==> config.mk <==
export PLATFORM = sky130hd
export DESIGN_NAME = alu_result_stage
export DESIGN_NICKNAME = d
export VERILOG_FILES = /design/src/rtl/alu_result_stage.sv
export SDC_FILE = /design/constraint.sdc
export NUM_CORES = 1
export LEC_CHECK = 0
export ABC_AREA = 0
export ABC_CLOCK_PERIOD_IN_PS = 1850
export CORE_UTILIZATION = 49
export DETAILED_ROUTE_END_ITERATION = 6
export PLACE_DENSITY = 0.79
export SYNTH_ARGS = -nofsm -noshare
export SYNTH_HDL_FRONTEND = slang
export SYNTH_SLANG_ARGS = --single-unit
==> constraint.sdc <==
create_clock -name clk -period 1.85 [get_ports clk]
set_input_delay 0.37 -clock clk [delete_from_list [all_inputs] [get_ports clk]]
set_output_delay 0.37 -clock clk [all_outputs]
set_load 0.03 [all_outputs]
==> src/rtl/alu_result_stage.sv <==
// alu_result_stage: 2-entry skid FIFO after the ALU with a conditional flags register.
// Define ALU_RESULT_STAGE_COND_EN to evaluate Cond and gate flag writes on it.
module alu_result_stage #(
    parameter int SIZE = 16
) (
    input  logic            clk,
    input  logic            rst_n,
    input  logic            in_valid,
    output logic            in_ready,
    input  logic [SIZE-1:0] Result,
    input  logic [3:0]      ALUFlags,
    input  logic            FlagWrite,
    input  logic [3:0]      Cond,
    output logic            out_valid,
    input  logic            out_ready,
    output logic [SIZE-1:0] out_result,
    output logic            out_condex,
    output logic [3:0]      out_flags,
    output logic [3:0]      flags_q
);
    typedef struct packed {
        logic [SIZE-1:0] res;
        logic            condex;
        logic [3:0]      flags;
    } entry_t;

    entry_t     mem_q [2];
    entry_t     mem_d [2];
    logic [1:0] cnt_q, cnt_d;
    logic       wr_ptr_q, wr_ptr_d;
    logic       rd_ptr_q, rd_ptr_d;
    logic       rdy_q;
    logic [3:0] flags_d;
    logic       condex, push, pop;

`ifdef ALU_RESULT_STAGE_COND_EN
    logic n, z, c, v, base;
    always_comb begin
        {n, z, c, v} = flags_q;
        base = (Cond[3:1] == 3'd0) ? z :
               (Cond[3:1] == 3'd1) ? c :
               (Cond[3:1] == 3'd2) ? n :
               (Cond[3:1] == 3'd3) ? v :
               (Cond[3:1] == 3'd4) ? (c & !z) :
               (Cond[3:1] == 3'd5) ? (n == v) :
               (Cond[3:1] == 3'd6) ? (!z & (n == v)) : 1'b1;
        // odd codes are the complement of the even one, except 111x which always passes
        condex = (&Cond[3:1]) ? 1'b1 : base ^ Cond[0];
    end
`else
    logic unused_cond;
    assign unused_cond = ^Cond;
    assign condex = 1'b1;
`endif

    // in_ready only looks at registered state, so it stays low until the first edge after reset
    assign in_ready   = rdy_q & (cnt_q != 2'd2);
    assign out_valid  = (cnt_q != 2'd0);
    assign out_result = mem_q[rd_ptr_q].res;
    assign out_condex = mem_q[rd_ptr_q].condex;
    assign out_flags  = mem_q[rd_ptr_q].flags;
    assign push       = in_valid & in_ready;
    assign pop        = out_valid & out_ready;

    always_comb begin
        mem_d    = mem_q;
        flags_d  = (push & FlagWrite & condex) ? ALUFlags : flags_q;
        wr_ptr_d = wr_ptr_q ^ push;
        rd_ptr_d = rd_ptr_q ^ pop;
        cnt_d    = cnt_q + {1'b0, push} - {1'b0, pop};
        if (push) mem_d[wr_ptr_q] = '{res: Result, condex: condex, flags: flags_d};
    end

    always_ff @(posedge clk or negedge rst_n) begin
        if (!rst_n) begin
            mem_q    <= '{default: '0};
            cnt_q    <= '0;
            wr_ptr_q <= 1'b0;
            rd_ptr_q <= 1'b0;
            rdy_q    <= 1'b0;
            flags_q  <= '0;
        end else begin
            mem_q    <= mem_d;
            cnt_q    <= cnt_d;
            wr_ptr_q <= wr_ptr_d;
            rd_ptr_q <= rd_ptr_d;
            rdy_q    <= 1'b1;
            flags_q  <= flags_d;
        end
    end
endmodule

==> reports/metrics.yaml, run 1 <==
outcome:
  status: "completed"
timing:
  finalCritPeriodShare_pct: 99.6
  slew_viol_final: 0
  finalSetupViolCount: 0
  hold_viol: 0
  fmax_mhz: 543
  worst_slack_ns: 0.00721
  holdWs_ns: 0.00879
  fin_skew_ns: 0.00489
  period_needed_ns: 1.84
  rsz0062_at_grt: "yes"
yosys:
  synth.most_common_cell: "dfrtp_1"
  synth_top_area_share_pct: 53.6
  synth_area_mm2: 0.00238
  synth-seq-cells: 51
  synth_cell_type_count: 22
  seq_area_frac_synth_pct: 53.6
  synth_enable_flop_cells: 0
  synth_ff_type: "dfrtp_1"
  synth_nets: 196
  async_flop_share_pct: 100
  netlist_top_cells_area: "dfrtp_1 (54%), mux2_1 (16%), mux2_4 (13%)"
  yosysWarningCount: 0
  synth_cells: 163
  syn_area_per_cell_um2: 14.6
  synth_common_cells: "dfrtp_1 (51), mux2_1 (33), mux2_4 (20), nor2_1 (9), a31oi_1 (8)"
  yosys.area.top_type: "dfrtp_1"
clocking:
  clock-sinks: 51
  cts_buffers: 5
  cts_hold_buffers: 0
  max-clock-path-buffers: 2
  cts_tree: "yes"
  clk_latency_ns: 0.30
  clock-root-buffer: "clkbuf_8"
  clk_pin_slew_ns: 0.09
  h-tree-depth: 2
final_layout:
  syn_to_final_growth_pct: 32.6
  n_antenna_cell: 0
  fillers: 299
  final_nets: 261
  final_layout_size_suffix_gt1_share_pct: 39.0
route:
  via_per_inst: 5.36
  dr.pass1.iters: 4
  top_layer: "met4"
  wl_met1_um: 2050
  drc_errors: 0
  wl_met3_um: 181
  totalWireLength_um: 4880
  vias: 1501
  first_iter_violations: 84
  dr_wl_met2_um: 2550
  postRouteAntennaNets: 0
  wl_per_cell_um: 17.4
global_route:
  grt_max_degree: 34
  grt_pass1_vias: 1671
  grt_antenna_before_repair: 0
  grt_usage_pct: 20.9
  grt_pass1_wl_um: 8110
  overflow: 0
floorplan:
  fp.dieH_um: 71.7
  die_w_um: 71.7
  core_mm2: 0.00450
  num_rows: 24
  die_area_mm2: 0.00514
  io_pins: 56
  start_util_pct: 52.8
worst_setup_path:
  critPathCaptureType: "primary output"
  startpoint_type: "register"
  critPathMaxFanout: 7
  required_ns: 1.48
  cp.arrival_ns: 1.47
  reg2regPathDepth: 7
  rr_startpoint: "cnt_q[1]$_DFF_PN0_"
  r2r_setup_slack_ns: 0.12
  worst_r2r_endpoint: "cnt_q[1]$_DFF_PN0_"
  critical_path_class: "reg -> out"
pwr:
  p_per_area_mw_per_mm2: 1970
  p_leak_nw: 1.45
  finalPower_w: 0.00622
  peakVddDrop_mv: 0.934
place:
  io_buffers: 51
  hpwl_um: 3490
  place_ws_ns: -0.291
  place.gp.congestion: 0.757
run:
  cap_viol_max_count: 0
hold_path:
  hold_class: "in -> async"
power by group:
| part | switching, W | internal (W) | leakage [nW] | total, W |
|---|---|---|---|---|
| sequential | 0.000335 | 0.00166 | 0.597 | 0.00199 |
| clock | 0.000349 | 0.000294 | 0.0470 | 0.000643 |
| combinational | 0.00171 | 0.00187 | 0.811 | 0.00358 |
metrics by stage:
| stage | utilization (%) | cells | instance area [µm²] | TNS [ns] |
|---|---|---|---|---|
| floorplan | - | 163 | 2380 | 0 |
| global placement | 65.9 | 269 | 2970 | -4.90 |
| detailed placement | 65.9 | 269 | 2970 | -6.97 |
| CTS | 68.9 | 280 | 3110 | -0.181 |
| global route | 70.1 | 280 | 3160 | -0.312 |
| finish | 70.1 | 280 | 3160 | 0 |
worst max path at each step:
| stage | startpoint | end | slack, ns | depth (start not counted) |
|---|---|---|---|---|
| after floorplan | cnt_q[0]$_DFF_PN0_ | cnt_q[1]$_DFF_PN0_ | 0.05 | 7 |
| after global placement | in_valid | cnt_q[1]$_DFF_PN0_ | -0.18 | 9 |
| after detailed placement | in_valid | cnt_q[1]$_DFF_PN0_ | -0.29 | 9 |
| after CTS | rd_ptr_q$_DFF_PN0_ | out_result[8] | -0.03 | 4 |
| after global routing | rd_ptr_q$_DFF_PN0_ | out_result[10] | -0.04 | 4 |
| final | rd_ptr_q$_DFF_PN0_ | out_result[10] | 0.007 | 4 |
sequential cells by signal (all words and copies together) (netlist names):
name and flops:
flags_q 4, wr_ptr_q 1, cnt_q 2, rdy_q 1, rd_ptr_q 1, mem_q 42
logic make-up after synthesis:
logic type | count (synthesis) | share of synthesized area (%)
buffers and inverters | 13 | 4.57
DFF | 51 | 53.6
other | 1 | 0.158
AOI/OAI and AO/OA | 12 | 4.21
adders and majority gates | 4 | 2.10
xor gates and xnor gates | 3 | 1.10
muxes | 53 | 28.2
and+or+nand+nor | 26 | 5.99
cell usage in the layout, fill, tap and decap left out, types with 2 or more instances in the layout:
| cell | synthesis | routed |
|---|---|---|
| inv_1 | 4 | 4 |
| mux2_4 | 20 | 34 |
| buf_12 | 0 | 2 |
| buf_2 | 0 | 6 |
| mux2_1 | 33 | 19 |
| dfrtp_1 | 51 | 50 |
| xnor2_1 | 2 | 2 |
| clkdlybuf4s50_1 | 0 | 27 |
| a31oi_1 | 8 | 8 |
| and2_1 | 2 | 2 |
| buf_4 | 2 | 10 |
| ha_1 | 4 | 4 |
| clkbuf_8 | 0 | 6 |
| nor2_1 | 9 | 8 |
| o31ai_2 | 4 | 4 |
| buf_6 | 4 | 18 |
| nand2_1 | 5 | 5 |
| or2_1 | 3 | 3 |
| nand4_1 | 4 | 4 |
area by class of cell:
| type | instances | area (µm²) | area share (%) |
|---|---|---|---|
| Clock buffer | 6 | 82.6 | 2.62 |
| Clock inverter | 1 | 5.00 | 0.159 |
| Inverter | 5 | 18.8 | 0.595 |
| Multi-Input combinational cell | 99 | 1050 | 33.4 |
| Sequential cell | 51 | 1280 | 40.5 |
| Tap cell | 52 | 65.1 | 2.06 |
| Timing Repair Buffer | 66 | 653 | 20.7 |
critical path: stages (launching register included):
cell and delay [ns]:
dfrtp_1 0.42, buf_12 0.15, buf_8 0.14, mux2_1 0.32
buf_6 0.14
what timing repair did:
| item | CTS | global route |
|---|---|---|
| buffers inserted | 4 | 0 |
| endpoints found under the setup margin | 23 | 20 |
| pin swaps | 0 | 0 |
| gates resized for setup | 141 | 21 |
per-layer routing:
metal / global-route usage, % / vias up
met3: 3.23 / 11
met4: 7.41 / 0
met1: 26.0 / 741
met2: 37.0 / 49
met5: 0 / -
li1: - / 700
(Power assumes the default switching activity.)
==> run 2, diff against run 1 <==
--- a/config.mk
+++ b/config.mk
@@ -9,6 +9,7 @@
 export ABC_CLOCK_PERIOD_IN_PS = 1850
 export CORE_UTILIZATION = 49
 export DETAILED_ROUTE_END_ITERATION = 6
+export HOLD_SLACK_MARGIN = 0.15
 export PLACE_DENSITY = 0.79
 export SYNTH_ARGS = -nofsm -noshare
 export SYNTH_HDL_FRONTEND = slang
==> reports/metrics.yaml, run 2 (synthesis results as in run 1) <==
outcome:
  status: "completed"
route:
  drc_errors: 0  # unchanged
  wl_per_cell_um: 17.3  # -0.46%
  first_iter_violations: 97  # +15%
  vias: 1498  # -0.20%
  totalWireLength_um: 4870  # -0.10%
  via_per_inst: 5.33  # -0.56%
  postRouteAntennaNets: 0  # unchanged
  dr.pass1.iters: 4  # unchanged
timing:
  rsz0062_at_grt: "yes"
  holdWs_ns: 0.471  # +0.462 ns
  finalCritPeriodShare_pct: 99.6  # about the same
  period_needed_ns: 1.84  # -0.000295 ns
  fmax_mhz: 543  # about the same
  finalSetupViolCount: 0  # unchanged
  setup_tns_ns: 0  # unchanged
  fin_skew_ns: 0.00489  # +0.0000000300 ns
  hold_viol: 0  # unchanged
  slew_viol_final: 0  # unchanged
place:
  placed_cells: 269  # unchanged
  hpwl_um: 3490  # unchanged
  io_buffers: 51  # unchanged
  place.gp.congestion: 0.757  # unchanged
pwr:
  peakVddDrop_mv: 0.934  # about the same
  p_per_area_mw_per_mm2: 1960  # -0.32%
  p_leak_nw: 1.46  # +0.29%
  finalPower_w: 0.00622  # about the same
final_layout:
  finalNonFillerCells: 281  # +0.36%
  multiInputGateArea_mm2: 0.00105  # unchanged
  final_nets: 262  # +0.38%
  final_layout_size_suffix_gt1_share_pct: 38.9  # -0.17 points
  seq_area_mm2: 0.00128  # unchanged
  fillers: 298  # -0.33%
  largest_register_ffs: 42  # unchanged
  largest_register: "mem_q"
  n_antenna_cell: 0  # unchanged
  syn_to_final_growth_pct: 33.1
  finish.utilization_pct: 70.3  # +0.22 points
  layout_common_cells: "dfrtp_1 (50), mux2_4 (34), clkdlybuf4s50_1 (27)"
  largest_registers: "mem_q: 42 flops, flags_q: 4 flops, cnt_q: 2 flops"
  layout_commonest_cell: "dfrtp_1"
hold_path:
  whs_path_depth: 1
  min_from: "mem_q[4]$_DFFE_PN0P_"
  hold_class: "reg -> reg"
  whs_endpoint: "mem_q[4]$_DFFE_PN0P_"
global_route:
  grt_antenna_before_repair: 0  # unchanged
  grt_usage_pct: 20.9  # unchanged
  grt_pass1_wl_um: 8110  # unchanged
  grt_pass1_vias: 1671  # unchanged
  overflow: 0  # unchanged
  grt_max_degree: 34  # unchanged
worst_setup_path:
  cp.arrival_ns: 1.47  # about the same
  critPathMaxFanout: 7  # unchanged
  critPathCaptureType: "primary output"
  reg2regPathDepth: 7  # unchanged
  worst_r2r_endpoint: "cnt_q[1]$_DFF_PN0_"
  critical_path_class: "reg -> out"
  rr_startpoint: "cnt_q[1]$_DFF_PN0_"
  required_ns: 1.48  # about the same
  r2r_setup_slack_ns: 0.12  # about the same
  startpoint_type: "register"
clocking:
  clock-root-buffer: "clkbuf_8"
  clock-sinks: 51  # unchanged
  max-clock-path-buffers: 2  # unchanged
  clk_pin_slew_ns: 0.09  # about the same
  h-tree-depth: 2  # unchanged
  cts_tree: "yes"
  cts_buffers: 5  # unchanged
  clk_latency_ns: 0.30  # about the same
floorplan:
  num_rows: 24  # unchanged
  io_pins: 56  # unchanged
  start_util_pct: 52.8  # unchanged
  die_w_um: 71.7  # unchanged
  core_mm2: 0.00450  # unchanged
  die_area_mm2: 0.00514  # unchanged
  fp.dieH_um: 71.7  # unchanged
run:
  cap_viol_max_count: 0  # unchanged
## run 2: layer usage
metal	wire length [µm]	global-route usage (%)	vias up
met1	2060	26.0	737
met3	171	3.23	11
li1	-	-	702
met5	0	0	-
met4	89	7.41	0
met2	2550	37.0	48
## run 2: stage by stage
stage	setup WS (ns)	area, µm²
after floorplan	0.0536	2380
after global placement	-0.182	2970
after detailed placement	-0.291	2970
after CTS	-0.0306	3120
after global routing	-0.0438	3170
final	0.00751	3170
## run 2: final cells by class
class | instances | share of cell area [%]
repair buffers | 67 | 20.9
well taps | 52 | 2.05
clock inverters | 1 | 0.158
clock buffers | 6 | 2.61
inverters | 5 | 0.593
multi-input cells | 99 | 33.3
flip-flops and latches | 51 | 40.3
## run 2: worst max path at each step
stage,start,to,slack (ns),cells past startpoint
floorplan,cnt_q[0]$_DFF_PN0_,cnt_q[1]$_DFF_PN0_,0.05,7
global placement,in_valid,cnt_q[1]$_DFF_PN0_,-0.18,9
detailed placement,in_valid,cnt_q[1]$_DFF_PN0_,-0.29,9
CTS,rd_ptr_q$_DFF_PN0_,out_result[8],-0.03,4
global route,rd_ptr_q$_DFF_PN0_,out_result[10],-0.04,4
finish,rd_ptr_q$_DFF_PN0_,out_result[10],0.008,4
## run 2: power breakdown
group          internal [W]  switching [W]  leakage [nW]
combinational       0.00187        0.00171         0.815
clock              0.000294       0.000350        0.0470
sequential          0.00166       0.000334         0.597
## run 2: worst max-delay path, cell delays in order (launching register included)
cell and delay, ns:
dfrtp_1 0.42, buf_12 0.15, buf_8 0.14, mux2_1 0.32, buf_6 0.14
## run 2: what timing repair did
action / 4_1_cts / 5_1_grt
endpoints found under the hold margin: 18 / 0
pin swaps: 0 / 0
hold buffers: 1 / 0
setup buffers: 4 / 0
setup endpoints to repair: 23 / 20
gates resized for setup: 141 / 21
